File: config.mk
export PLATFORM = sky130hd
export DESIGN_NAME = credit_tx_gate_flat
export DESIGN_NICKNAME = d
export VERILOG_FILES = /design/src/rtl/credit_pkg.sv /design/src/rtl/credit_tx_gate_if.sv /design/src/rtl/sat_credit_counter.sv /design/src/rtl/credit_tx_gate.sv /design/src/flat_wrapper.sv
export SDC_FILE = /design/constraint.sdc
export NUM_CORES = 1
export LEC_CHECK = 0
export CORE_MARGIN = 8
export CORE_UTILIZATION = 44
export CTS_CLUSTER_DIAMETER = 30
export DETAILED_ROUTE_END_ITERATION = 8
export PLACE_DENSITY = 0.85
export SETUP_SLACK_MARGIN = 0.15
export SLEW_MARGIN = 20
export SYNTH_ARGS = -nofsm -noshare
export SYNTH_HDL_FRONTEND = slang
export SYNTH_HIERARCHICAL = 1
export SYNTH_SLANG_ARGS = --single-unit
File: constraint.sdc
create_clock -name clk_i -period 7.95 [get_ports clk_i]
set_clock_uncertainty 0.15 [all_clocks]
set_input_delay 2.385 -clock clk_i [delete_from_list [all_inputs] [get_ports clk_i]]
set_output_delay 2.385 -clock clk_i [all_outputs]
set_load 0.03 [all_outputs]
File: src/rtl/credit_pkg.sv
// Shared constants, width helper and count type for the credit link.
package credit_pkg;

  localparam int DEFAULT_MAX_CREDITS = 8;

  // Width needed to hold every value 0..depth inclusive.
  function automatic int cnt_w(input int depth);
    return $clog2(depth + 1);
  endfunction

  localparam int DEFAULT_CNT_W = cnt_w(DEFAULT_MAX_CREDITS);

  typedef logic [DEFAULT_CNT_W-1:0] credit_cnt_t;

endpackage

File: src/rtl/credit_tx_gate_if.sv
// Bundle of upstream, downstream and credit-return signals for credit_tx_gate.
interface credit_tx_gate_if #(
  parameter int DATA_WIDTH = 32,
  parameter int CNT_W      = 4
);

  logic                  flush_i;
  logic                  valid_i;
  logic                  ready_o;
  logic [DATA_WIDTH-1:0] data_i;
  logic                  valid_o;
  logic [DATA_WIDTH-1:0] data_o;
  logic                  credit_i;
  logic [CNT_W-1:0]      credits_o;
  logic                  no_credit_o;
  logic                  overflow_err_o;

  modport master (
    output flush_i, valid_i, data_i, credit_i,
    input  ready_o, valid_o, data_o, credits_o, no_credit_o, overflow_err_o
  );

  modport slave (
    input  flush_i, valid_i, data_i, credit_i,
    output ready_o, valid_o, data_o, credits_o, no_credit_o, overflow_err_o
  );

endinterface

File: src/rtl/sat_credit_counter.sv
// Up/down credit counter with synchronous reset to INIT, saturation at MAX and a
// sticky overflow flag. Simultaneous inc and dec cancel.
module sat_credit_counter
  import credit_pkg::*;
#(
  parameter int MAX   = DEFAULT_MAX_CREDITS,
  parameter int INIT  = MAX,
  parameter int CNT_W = cnt_w(MAX)
) (
  input  logic             clk_i,
  input  logic             rst_i,
  input  logic             inc_i,
  input  logic             dec_i,
  output logic [CNT_W-1:0] cnt_o,
  output logic             overflow_o
);

  localparam logic [CNT_W-1:0] MAX_CNT  = CNT_W'(MAX);
  localparam logic [CNT_W-1:0] INIT_CNT = CNT_W'(INIT);
  localparam logic [CNT_W-1:0] ONE      = CNT_W'(1);

  logic [CNT_W-1:0] cnt_q, cnt_d;
  logic             ovf_q, ovf_d;

  always_comb begin
    cnt_d = cnt_q;
    ovf_d = ovf_q;
    if (inc_i && !dec_i) begin
      if (cnt_q == MAX_CNT) ovf_d = 1'b1;
      else                  cnt_d = cnt_q + ONE;
    end else if (dec_i && !inc_i) begin
      cnt_d = cnt_q - ONE;
    end
  end

  always_ff @(posedge clk_i) begin
    if (rst_i) begin
      cnt_q <= INIT_CNT;
      ovf_q <= 1'b0;
    end else begin
      cnt_q <= cnt_d;
      ovf_q <= ovf_d;
    end
  end

  assign cnt_o      = cnt_q;
  assign overflow_o = ovf_q;

endmodule

File: src/rtl/credit_tx_gate.sv
// Transmit side of a credit-based link: valid/ready upstream, valid-only registered
// downstream, stalls when credits run out. Optional macro CREDIT_TX_BYPASS_EN lets a
// credit returned at count 0 be spent in the same cycle.
module credit_tx_gate
  import credit_pkg::*;
#(
  parameter int DATA_WIDTH   = 32,
  parameter int MAX_CREDITS  = DEFAULT_MAX_CREDITS,
  parameter int INIT_CREDITS = MAX_CREDITS
) (
  input logic clk_i,
  input logic rst_i,
  credit_tx_gate_if.slave bus
);

  localparam int CNT_W = cnt_w(MAX_CREDITS);

  logic [CNT_W-1:0]      credits;
  logic                  overflow;
  logic                  ready;
  logic                  accept;
  logic                  valid_q, valid_d;
  logic [DATA_WIDTH-1:0] data_q, data_d;

`ifdef CREDIT_TX_BYPASS_EN
  // A returning credit may be spent immediately; inc/dec then cancel in the counter.
  assign ready = !rst_i && !bus.flush_i && ((credits != '0) || bus.credit_i);
`else
  assign ready = !rst_i && !bus.flush_i && (credits != '0);
`endif

  assign accept = bus.valid_i && ready;

  sat_credit_counter #(
    .MAX   (MAX_CREDITS),
    .INIT  (INIT_CREDITS),
    .CNT_W (CNT_W)
  ) u_cnt (
    .clk_i      (clk_i),
    .rst_i      (rst_i),
    .inc_i      (bus.credit_i),
    .dec_i      (accept),
    .cnt_o      (credits),
    .overflow_o (overflow)
  );

  always_comb begin
    valid_d = accept;
    data_d  = data_q;
    if (accept) data_d = bus.data_i;
  end

  always_ff @(posedge clk_i) begin
    if (rst_i) begin
      valid_q <= 1'b0;
      data_q  <= '0;
    end else begin
      valid_q <= valid_d;
      data_q  <= data_d;
    end
  end

  assign bus.ready_o        = ready;
  assign bus.valid_o        = valid_q;
  assign bus.data_o         = data_q;
  assign bus.credits_o      = credits;
  assign bus.no_credit_o    = (credits == '0);
  assign bus.overflow_err_o = overflow;

endmodule

File: src/flat_wrapper.sv
// flat-port wrapper written by rule: the top's interface ports become plain ports
module credit_tx_gate_flat import credit_pkg::*;
#(
  parameter int DATA_WIDTH   = 32,
  parameter int MAX_CREDITS  = DEFAULT_MAX_CREDITS,
  parameter int INIT_CREDITS = MAX_CREDITS
)
  (clk_i, rst_i, bus_flush_i, bus_valid_i, bus_data_i, bus_credit_i, bus_ready_o, bus_valid_o, bus_data_o, bus_credits_o, bus_no_credit_o, bus_overflow_err_o);
  credit_tx_gate_if #(.DATA_WIDTH(DATA_WIDTH)) bus_i ();
  input logic clk_i;
  input logic rst_i;
  input wire logic [$bits(bus_i.flush_i)-1:0] bus_flush_i;
  input wire logic [$bits(bus_i.valid_i)-1:0] bus_valid_i;
  input wire logic [$bits(bus_i.data_i)-1:0] bus_data_i;
  input wire logic [$bits(bus_i.credit_i)-1:0] bus_credit_i;
  output wire logic [$bits(bus_i.ready_o)-1:0] bus_ready_o;
  output wire logic [$bits(bus_i.valid_o)-1:0] bus_valid_o;
  output wire logic [$bits(bus_i.data_o)-1:0] bus_data_o;
  output wire logic [$bits(bus_i.credits_o)-1:0] bus_credits_o;
  output wire logic [$bits(bus_i.no_credit_o)-1:0] bus_no_credit_o;
  output wire logic [$bits(bus_i.overflow_err_o)-1:0] bus_overflow_err_o;
  assign bus_i.flush_i = bus_flush_i;
  assign bus_i.valid_i = bus_valid_i;
  assign bus_i.data_i = bus_data_i;
  assign bus_i.credit_i = bus_credit_i;
  assign bus_ready_o = bus_i.ready_o;
  assign bus_valid_o = bus_i.valid_o;
  assign bus_data_o = bus_i.data_o;
  assign bus_credits_o = bus_i.credits_o;
  assign bus_no_credit_o = bus_i.no_credit_o;
  assign bus_overflow_err_o = bus_i.overflow_err_o;
  credit_tx_gate #(.DATA_WIDTH(DATA_WIDTH), .MAX_CREDITS(MAX_CREDITS), .INIT_CREDITS(INIT_CREDITS)) u_core (.clk_i(clk_i), .rst_i(rst_i), .bus(bus_i));
endmodule
After elaboration in Yosys (flattened, before gate mapping)
Index checks and enable logic that the tools add are counted.
{"block": "op_classes", "n_eq_ne": 2, "mux": 3, "n_addsub": 2, "reduce_logical": 14}
{"cell": "$mux W4", "count": 3}
{"cell": "$logic_and A1 B1 Y1", "count": 5}
{"cell": "$add A4 B1 Y4 const B", "count": 1}
{"cell": "$eq A4 B4 Y1 const B", "count": 1}
{"cell": "$logic_not A1 Y1", "count": 4}
{"cell": "$logic_not A4 Y1", "count": 1}
{"cell": "$reduce_and A2 Y1", "count": 2}
{"cell": "$reduce_bool A4 Y1", "count": 1}
{"cell": "$sub A4 B1 Y4 const B", "count": 1}
{"cell": "$ne A2 B2 Y1 const B", "count": 1}
{"cell": "$reduce_bool A2 Y1", "count": 1}
{"block": "totals", "word_cells": 25, "inputBits": 37, "register_bits": 38}

Depth between registers and ports, before layout
{"block": "depth", "depth_word": 8, "mapped_depth": 11, "depth_no_buf": 8}

Cells and area by module
The synthesis kept the hierarchy.
{"module": "credit_tx_gate", "seq_area_each_um2": 660.6, "cells_each": 150, "area_per_inst_um2": 1341.3, "instances": 1}
{"module": "sat_credit_counter", "seq_area_each_um2": 100.1, "cells_each": 31, "area_per_inst_um2": 302.8, "instances": 1}

Worst setup path after synthesis
No wires, ideal clock.
{"block": "synth_timing", "path_kind": "in2out", "start": "in bus_flush_i", "end": "out bus_ready_o", "slack_ps": 2334, "path_buffers": 0, "arrival_ps": 3081, "stages": 1, "t_required_ps": 5415, "path_cell_list": "nor3_1"}
{"block": "synth_between", "elab_chain_cells": 3}
{"element": "start, declared", "line_no": "flat_wrapper.sv:12", "rtl": "input wire logic [$bits(bus_i.flush_i)-1:0] bus_flush_i;"}
{"element": "$logic_not A1 Y1", "line_no": "credit_tx_gate.sv:29", "rtl": "assign ready = !rst_i && !bus.flush_i && (credits != '0);"}
{"element": "$logic_and A1 B1 Y1 (2 in series)", "line_no": "credit_tx_gate.sv:29"}
{"element": "end, declared", "line_no": "flat_wrapper.sv:16", "rtl": "output wire logic [$bits(bus_i.ready_o)-1:0] bus_ready_o;"}
No other way between the ends.

Final worst setup path
{"block": "layout_timing", "start": "in rst_i", "end": "out bus_ready_o"}
{"block": "layout_between", "elab_chain_cells": 3}
{"element": "start, declared", "line_no": "flat_wrapper.sv:11", "rtl": "input logic rst_i;"}
{"element": "$logic_not A1 Y1", "line_no": "credit_tx_gate.sv:29"}
{"element": "$logic_and A1 B1 Y1 (2 in series)", "line_no": "credit_tx_gate.sv:29"}
No other way between the ends.

==> metrics.md <==
| Metric | Value |
|---|---|
| Transition time at the pin with the least slew margin | between 0.9 and 1 ns |
| CP top delay family | buffers and inverters |
| Ys Warns | 6 |
| Vias in the first global route | ~1500 |
| Worst EP arrival | a little under 4 ns |
| Post-synthesis sequential area ratio | 0.463 |
| Initial Util | 0.452 |
| Max-slew violation total from the final report | 0 |
| Hold Path Class | flip-flop to flip-flop |
| Outcome | finished, final reports clean |
| Worst relative slew slack | 0.348 |
| Multi-input logic area | 796 µm² |
| Area contributors post-synth | dfxtp_1, o21ai_2, nand3_1, nand2_1, buf_6 |
| Crit-path cells | clkdlybuf4s50_1 -> nor3_1 -> clkdlybuf4s50_1 |
| Core area | 3630 µm² |
| Worst path slowest cell | clkdlybuf4s50_1 |
| Fillers | a little over 300 |
| DRC errors left | 0 |
| Simple-gate share of the synthesized area | 0.240 |
| Crit path to | bus_ready_o |
| Max incr delay on CP | ~0.7 ns |
| Post-Route Setup TNS | 0 ns |
| Drt wl/cell | 14.3 µm |
| WL final | 4280 µm |
| Clock Latency Late Sink | 0.27 ns |
| Number of synthesized flops with an enable pin | 0 |
| Final period utilization | 0.811 |
| Worst R2R Path Depth | 8 |
| Placed insts | 292 |
| Largest net degree at the start of global routing | 36 |
| Root buffer cell | clkbuf_8 |
| Complex-gate fraction of the synthesized area | 0.195 |
| Initial drt markers | 106 |
| Reg-to-reg endpoint | u_core/u_cnt/cnt_o[3] |
| Synth top cells by count | dfxtp_1, nand3_1, nand2_1, o21ai_2 |
| CTS tree | built |
| Hold_buf cts | 0 |
| Synth Area in XOR/XNOR | 0.0107 |
| Largest family of logic cells by synthesized area | simple AND/OR/NAND/NOR gates |
| Max Root-Sink Buffers | 2 |
| Row Count | 22 |
| Hold Crit Depth | 2 |
| Synth area leader | dfxtp_1 |
| Fmax | approximately 160 MHz |
| RSZ-0062 raised after global routing | no |
| Synth top area share | 0.463 |
| Worst Setup Start Kind | input port |
| Crit-path most repeated cell | clkdlybuf4s50_1 |
| Maxcap violations | 0 |
| Clk slew on worst S/H paths | 0.08 ns |
| Leakage Power | 0.931 nW |
| Grt total ovfl | 0 |
| Dpl cell area | 2390 µm² |
| Vias post-DR | 1477 |
| First-pass GRT wire length | 7080 µm |
| Most frequent cell after synthesis | dfxtp_1 |
| #FFs+latches synth | 38 |
| Placer Congestion | 0.717 |
| Resized cells post-CTS | 0 |
| Reg2reg setup slack | 4.26 ns |
| Initial antenna violation count | 0 |
| Vias/cell | 4.92 |
| Ant diodes | 0 |
| Share of cells above drive strength 1 | 0.175 |
| Critical Path Stages | 3 |
| PortBufs | 76 |
| Sequential Area | roughly 760 µm² |
| Synth cell types | 27 |
| CP required | about 5.4 ns |
| Num CTS Buffers | 5 |
| Syn_nets | 221 |
| Htree depth | 2 |
| Async S/R FF share, synth | 0 |
| Post-synth top flop | dfxtp_1 |
| CP startpoint | rst_i |
| Finished Layout Cells | 300 |
| Crit end category | primary output |
| Adder-Cell Fraction of Synth Area | 0.0274 |
| Post-synthesis mux area share | 0.00609 |
| Post-CTS setup buffer count | 0 |
| Reg2reg start | u_core/u_cnt/cnt_o[1] |
| Die area | between 5000 and 6000 µm² |
| Syn avg cell area | 9.08 µm² |
| Clk sink count | 38 |
| Final instance area | about 2500 µm² |
| Layout area overhead | 52.4% |
| Routed Antenna Nets | 0 |
| Max VDD drop | 0.000168 V |
| Critical path type | input port to primary output |
| Final #Nets | ~290 |
| Post-DP HPWL | 3000 µm |
| Cells after Synth | 181 |
| PwrDens | approximately 230 nW/µm² |
| Final setup vio count | 0 |
| Aggregate global-route resource usage | 0.139 |
| Die Span X | 77.1 µm |
| Period minus WS final | 6.44 ns |
| Drt first pass iters | 4 |
| Chip height | 77.1 µm |
| WP buf/inv | 2 |
| IO Count | slightly below 80 |
| Hold Vio Cnt, Final | 0 |
| Post-Syn Area | between 1500 and 2000 µm² |
| CP Max Fanout | 9 |
-- through the flow --
stage,hold WS (ns),worst slack [ns],total power [mW],utilization
after global placement,0.286,1.52,0.418,0.659
after global routing,0.322,1.47,0.603,0.689
after detailed placement,0.299,1.50,0.420,0.659
final,0.306,1.51,0.572,0.689
after floorplan,0.423,2.33,0.348,-
after CTS,0.310,1.50,0.577,0.689
-- flip-flops by register name, indices dropped and copies added, names as in the netlist --
signal / count
u_core/bus.data_o: 32
u_core/u_cnt/cnt_o: 4
u_core/bus.valid_o: 1
u_core/u_cnt/overflow_o: 1
-- worst min-delay path by stage --
stage                           from                     to  slack (ns)
2_1_floorplan  u_core/bus.data_o[24]  u_core/bus.data_o[24]        0.42
3_3_place_gp   u_core/bus.data_o[25]  u_core/bus.data_o[25]        0.29
3_5_place_dp   u_core/bus.data_o[24]  u_core/bus.data_o[24]        0.30
4_1_cts        u_core/bus.data_o[15]  u_core/bus.data_o[15]        0.31
5_1_grt        u_core/bus.data_o[31]  u_core/bus.data_o[31]        0.32
6_report       u_core/bus.data_o[31]  u_core/bus.data_o[31]        0.31
-- placed cells by master, fill, tap and decap left out, drive strengths merged --
master / count
inv: 3
clkinv: 2
and2: 2
nor4b: 1
xnor2: 2
nor3: 1
a211oi: 2
dfxtp: 38
nand2: 33
or4: 1
nand2b: 2
buf: 1
o21ai: 33
bufinv: 1
nor2: 5
a21oi: 2
a31oi: 2
nand3: 34
clkbuf: 5
clkdlybuf4s50: 76
nor2b: 1
mux2i: 1
ha: 2
fa: 1
nor3b: 1
-- kinds of logic after synthesis --
| group | after synthesis |
|---|---|
| fa+ha+maj | 3 |
| simple gates | 81 |
| mux | 1 |
| flops | 38 |
| xor+xnor | 2 |
| buf+inv | 17 |
| compound gates | 39 |
-- worst register-to-register path, cell delays in order (launching register included) --
cell and delay [ns]:
dfxtp_1 0.40, or4_2 1.07, and2_4 0.46, nand2b_1 0.37, ha_1 0.38, a21oi_1 0.24
a211oi_2 0.11, a31oi_1 0.24, mux2i_1 0.21
-- layout make-up --
type,count,share of cell area
flip-flops and latches,38,0.304
inverters,3,0.00450
well taps,48,0.0240
repair buffers,77,0.307
multi-input cells,126,0.318
clock inverters,3,0.0160
clock buffers,5,0.0275
-- where the power goes --
part           switching, mW  internal [mW]  total (mW)
combinational          0.102         0.0833       0.185
clock                 0.0646         0.0923       0.157
sequential            0.0199          0.210       0.230
-- per-layer routing --
metal,vias to the layer above,wire length [µm],track usage
met5,-,0,0
met4,0,14,0.0245
met3,2,321,0.0548
met2,46,1990,0.223
met1,665,1950,0.171
li1,764,-,-
(Power assumes the default switching activity.)
==> edit 1, RTL diff (config.mk and constraints unchanged) <==
`data_q` no longer has a reset.
--- a/src/rtl/credit_tx_gate.sv
+++ b/src/rtl/credit_tx_gate.sv
@@ -55,7 +55,9 @@
       valid_q <= 1'b0;
-      data_q  <= '0;
     end else begin
       valid_q <= valid_d;
-      data_q  <= data_d;
     end
+  end
+
+  always_ff @(posedge clk_i) begin
+    data_q <= data_d;
   end
Behaviour: differs if rst_i is asserted again (counterexample within 4 cycles, from zero or initial values and one cycle with rst_i high); with rst_i held inactive, the same outputs for 10 cycles.
==> edit 1 against the original RTL <==
  * Power is 16% lower
  * Fmax is 0.43% higher
  * Sequential power up 10%
  * Worst setup slack improved by 0.027 ns
  * Global-route usage shrank 0.80 points
  * Largest cell class is now flip-flops and latches
  * Highest routed layer unchanged
  * Die area fell by 15%
  * Register-to-register slack better by 0.71 ns
  * Clock power decreased by 42%
  * Area after synthesis shrank 19%
  * Routed wire length is 22% lower
  * Core utilization grew 5.3 points
  * Sequential cell count stayed put
  * Cell area down 13%
==> edit 1: results (changes against the original RTL) <==
| Metric | Value |
|---|---|
| Synthesized net count | `108 (-51%)` |
| Number of global-route vias before repair | `950 (-36%)` |
| Worst setup timing slack at the placement stage | `1.52 ns (+0.0207 ns)` |
| Worst hold path class | `reg2reg` |
| M1 WL | `1320 um (-32%)` |
| Worst-case hold path end point | `u_core/u_cnt/overflow_o` |
| GR Util met3 | `8.33% (+2.9 points)` |
| Worst Reg-to-Reg Cells | `9 (+1)` |
| Met3 layer wire length in the routed design | `491 um (+53%)` |
| Relative slew slack | `72.1% (+37 points)` |
| Routed length per instance | `18.1 um (+27%)` |
| Worst voltage drop across the vdd grid | `0.142 mV (-15%)` |
| Hold Slack | `0.360 ns (+0.0537 ns)` |
| GPL Wtd Cong | `0.705 (-1.6%)` |
| Worst endpoint data arrival time | `3.88 ns (-0.03 ns)` |
| Worst min-delay path startpoint | `u_core/u_cnt/overflow_o` |
| Later-pin clock latency in the skew report | `0.33 ns (+0.06 ns)` |
| Placed Cells | `178 (-39%)` |
| Clock Root Buffer | `sky130_fd_sc_hd__clkbuf_4` |
| Count of cells along the worst hold path | `2 (unchanged)` |
| Fraction of layout cells with a size suffix above 1 | `8.55% (-8.9 points)` |
| Drt first pass iters | `4 (unchanged)` |
| Wire length of the first global-routing pass | `4950 um (-30%)` |
| Post-synthesis cell type count | `21 (-22%)` |
| Sequential fraction of the synthesis area | `81.4% (+35 points)` |
| Total CTS buffers | `5 (unchanged)` |
| RR Startpoint | `u_core/u_cnt/cnt_o[0]` |
| Clock input transition at the sequential cells of the worst setup and hold paths | `0.10 ns (+0.02 ns)` |
| Total placed instance area | `2140 um2 (-11%)` |
| Total vias in the final route | `928 (-37%)` |
| Leakage | `0.000764 uW (-18%)` |
| Routed wl met2 | `1490 um (-25%)` |
| Async S/R FF share, synth | `0% (unchanged)` |
| Antenna diode count | `0 (unchanged)` |
| Global routing met1 resource utilization | `14.6% (-2.6 points)` |
| Final wirelength | `3340 um (-22%)` |
| Post-CTS setup repair buffer count | `0 (unchanged)` |
| Status | `complete, no violations` |
| Reg-to-reg setup timing slack | `4.97 ns (+0.71 ns)` |
| NumNets Final | `192 (-34%)` |
| Fraction of met2 tracks used by global routing | `20.0% (-2.3 points)` |
| EDFF count, synth | `32 (+32)` |
| Detail Placement HPWL | `2610 um (-13%)` |
| First DRT Iteration DRCs | `105 (-0.94%)` |
| Post-synthesis area per instance | `19.5 um2 (+110%)` |
| Top cells by area, synth | `sky130_fd_sc_hd__edfxtp_1 72%, sky130_fd_sc_hd__dfxtp_1 9.0%, sky130_fd_sc_hd__ha_1 1.9%, sky130_fd_sc_hd__nor4b_4 1.8%, sky130_fd_sc_hd__nor4_4 1.6%` |
| Global routing usage summed across all routing layers | `13.1% (-0.80 points)` |
| Post-cts sizing count | `0 (unchanged)` |
| Commonest cells post-synth | `32 x sky130_fd_sc_hd__edfxtp_1, 6 x sky130_fd_sc_hd__dfxtp_1, 5 x sky130_fd_sc_hd__nor2_1` |
| Filler Cell Count | `200 (-34%)` |
==> edit 1: changes by cell type after synthesis, sizes merged, moves of 4 or more <==
cell / delta
dfxtp: -32
edfxtp: +32
nand2: -32
nand3: -32
o21ai: -32
buf: -10
clkbuf: -4
==> edit 1: area by class of cell <==
class                           instances  area [um2]  share of cell area [%]
Sequential cell                        38        1080                    49.3
Timing Repair Buffer                   77         768                    35.1
Multi-Input combinational cell         29         249                    11.4
Tap cell                               33        41.3                    1.88
Clock buffer                            5        37.5                    1.71
Clock inverter                          2        10.0                   0.457
Inverter                                1        3.75                   0.171
==> edit 1: critical path: stages <==
cell and delay, ns:
sky130_fd_sc_hd__clkdlybuf4s50_1 0.56, sky130_fd_sc_hd__nor3_1 0.23, sky130_fd_sc_hd__clkdlybuf4s50_1 0.70
==> edit 1: worst max path at each step <==
stage / startpoint / end / slack [ns] / cells after the start
floorplan: bus_flush_i / u_core/u_cnt/cnt_o[3] / 0.34 / 7
global placement: rst_i / bus_ready_o / 1.55 / 3
detailed placement: rst_i / bus_ready_o / 1.52 / 3
CTS: rst_i / bus_ready_o / 1.53 / 3
global route: rst_i / bus_ready_o / 1.43 / 3
finish: rst_i / bus_ready_o / 1.53 / 3
==> edit 1: cells by family after synthesis <==
logic type | Yosys count | share of synthesized area [%]
DFF | 38 | 81.4
and+or+nand+nor | 16 | 8.95
AOI/OAI and AO/OA | 7 | 3.86
adders and majority gates | 3 | 3.39
xor gates and xnor gates | 2 | 1.32
buffers and inverters | 1 | 0.282
muxes | 1 | 0.754
==> edit 1: power breakdown <==
| group | switching, uW | internal (uW) |
|---|---|---|
| Sequential | 20.9 | 232 |
| Clock | 58.5 | 31.8 |
| Combinational | 70.3 | 68.3 |
| Total | 150 | 332 |
==> edit 2, RTL diff (config.mk and constraints unchanged) <==
Without the edit above. `DATA_WIDTH` is set to 32 in 3 places; all go to 64.
--- a/src/rtl/credit_tx_gate_if.sv
+++ b/src/rtl/credit_tx_gate_if.sv
@@ -2,3 +2,3 @@
 interface credit_tx_gate_if #(
-  parameter int DATA_WIDTH = 32,
+  parameter int DATA_WIDTH = 64,
   parameter int CNT_W      = 4
--- a/src/rtl/credit_tx_gate.sv
+++ b/src/rtl/credit_tx_gate.sv
@@ -6,3 +6,3 @@
 #(
-  parameter int DATA_WIDTH   = 32,
+  parameter int DATA_WIDTH   = 64,
   parameter int MAX_CREDITS  = DEFAULT_MAX_CREDITS,
--- a/src/flat_wrapper.sv
+++ b/src/flat_wrapper.sv
@@ -3,3 +3,3 @@
 #(
-  parameter int DATA_WIDTH   = 32,
+  parameter int DATA_WIDTH   = 64,
   parameter int MAX_CREDITS  = DEFAULT_MAX_CREDITS,
Interface: changed (resized bus_data_i and bus_data_o); port bits go from 77 to 141. The function was not compared with the original's and may differ.
==> edit 2 against the original RTL <==
  * Power increased by 77%
  * Sequential cell count grew 32
  * Count of clock-buffer cells in the layout rose by 5
  * Worst setup slack improved by 0.016 ns
  * Cell area up 85%
  * Worst hold slack better by 0.016 ns
  * Area after synthesis is 84% higher
  * Final cell count increased by 78%
  * Register-to-register slack better by 0.39 ns
  * Routed wire length increased by 100%
  * Sequential power rose by 78%
  * Synthesized cell count is 78% higher
  * Sequential share of layout area fell by 0.067 points
  * Critical path type unchanged
  * Largest cell class unchanged
==> edit 2: results (changes against the original RTL) <==
| Metric | Value |
|---|---|
| Status | `complete, no violations` |
| Later-pin clock latency in the skew report | `0.33 ns (+0.06 ns)` |
| Number of buffer cells added on primary ports | `140 (+84%)` |
| Largest net degree at the start of global routing | `73 (+100%)` |
| Top cells by area, synth | `sky130_fd_sc_hd__dfxtp_1 46%, sky130_fd_sc_hd__o21ai_2 14%, sky130_fd_sc_hd__nand2b_1 14%, sky130_fd_sc_hd__nand3_1 11%, sky130_fd_sc_hd__o21ai_0 2.5%` |
| Number of global-route vias before repair | `2,875 (+94%)` |
| Synthesized net count | `395 (+79%)` |
| CTS H-Tree Depth | `3 (+1)` |
| Leakage | `0.00166 uW (+78%)` |
| First DRT Iteration DRCs | `124 (+17%)` |
| GPL Wtd Cong | `0.681 (-5.0%)` |
| Relative contribution of combinational cells to total power | `27.8% (-4.6 points)` |
| Flip-flop count of the largest register after layout | `64 (+100%)` |
| Clk pwr | `323 uW (+110%)` |
| Internal | `696 uW (+81%)` |
| Commonest cells post-synth | `70 x sky130_fd_sc_hd__dfxtp_1, 66 x sky130_fd_sc_hd__nand2b_1, 66 x sky130_fd_sc_hd__nand3_1` |
| Clock input transition at the sequential cells of the worst setup and hold paths | `roughly 0.07 ns` |
| Post-CTS setup repair buffer count | `0 (unchanged)` |
| NumNets Final | `520 (+79%)` |
| Global routing usage summed across all routing layers | `17.8% (+3.9 points)` |
| Dominant delay contributor by cell family on the critical path | `buffers and inverters` |
| Final wirelength | `8610 um (+100%)` |
| Worst setup timing slack at the placement stage | `1.52 ns (+0.0176 ns)` |
| Detail Placement HPWL | `5710 um (+90%)` |
| Total CTS buffers | `9 (+4)` |
| Highest fanout seen on the critical path | `72 (+63)` |
| Max stage delay on crit path | `0.74 ns (+0.04 ns)` |
| Filler Cell Count | `535 (+77%)` |
| Wire length of the first global-routing pass | `14,400 um (+100%)` |
| Total vias in the final route | `2,737 (+85%)` |
| Worst endpoint data arrival time | `3.89 ns (-0.02 ns)` |
| Slowest cell on the critical path | `sky130_fd_sc_hd__buf_2` |
| Fraction of layout cells with a size suffix above 1 | `16.6% (-0.90 points)` |
| Worst voltage drop across the vdd grid | `0.173 mV (+2.7%)` |
| Sequential fraction of the synthesis area | `46.3% (about the same)` |
| Pin slew with the least headroom to its limit | `1.01 ns (+0.0327 ns)` |
edit 2: per-layer routing:
| metal | part of all wire (%) | GRT usage (%) | vias to the layer above |
|---|---|---|---|
| li1 | - | - | 1361 |
| met1 | 44 | 21.2 | 1263 |
| met2 | 46 | 28.3 | 101 |
| met3 | 9.0 | 6.77 | 12 |
| met4 | 1.6 | 6.85 | 0 |
| met5 | 0 | 0 | - |
edit 2: cell families (layout without fill, tap and decap cells):
kind of cell    count (synthesis)  count (layout)  share of synthesized area, %
buf+inv                        31             161                          5.50
xor+xnor                        2               2                         0.579
flops                          70              70                          46.3
simple gates                  145             145                          27.4
fa+ha+maj                       3               3                          1.49
compound gates                 71              71                          18.4
mux                             1               1                         0.331
edit 2: path summary, 6_finish.rpt:
kind / startpoint / to / slack, ns / depth (start not counted)
max: rst_i / bus_ready_o / 1.52 / 3
min: u_core/bus.data_o[0] / u_core/bus.data_o[0] / 0.32 / 2
max reg2reg: u_core/u_cnt/cnt_o[1] / u_core/u_cnt/cnt_o[3] / 4.65 / 9
min reg2reg: u_core/bus.data_o[0] / u_core/bus.data_o[0] / 0.32 / 2
edit 2: through the flow:
step                hold slack, ns  cell area, um2  instances  total power, uW
global route                 0.343            4620        533             1070
CTS                          0.327            4620        533             1030
detailed placement           0.313            4390        517              698
global placement             0.301            4390        517              694
finish                       0.323            4620        533             1010
floorplan                    0.446            3030        323              581
edit 2: final cells by class:
class	instances	area, um2	area share (%)
Clock buffer	10	138	2.98
Clock inverter	6	93.8	2.03
Inverter	2	7.51	0.162
Multi-Input combinational cell	222	1470	31.7
Sequential cell	70	1400	30.3
Tap cell	80	100	2.16
Timing Repair Buffer	143	1420	30.7
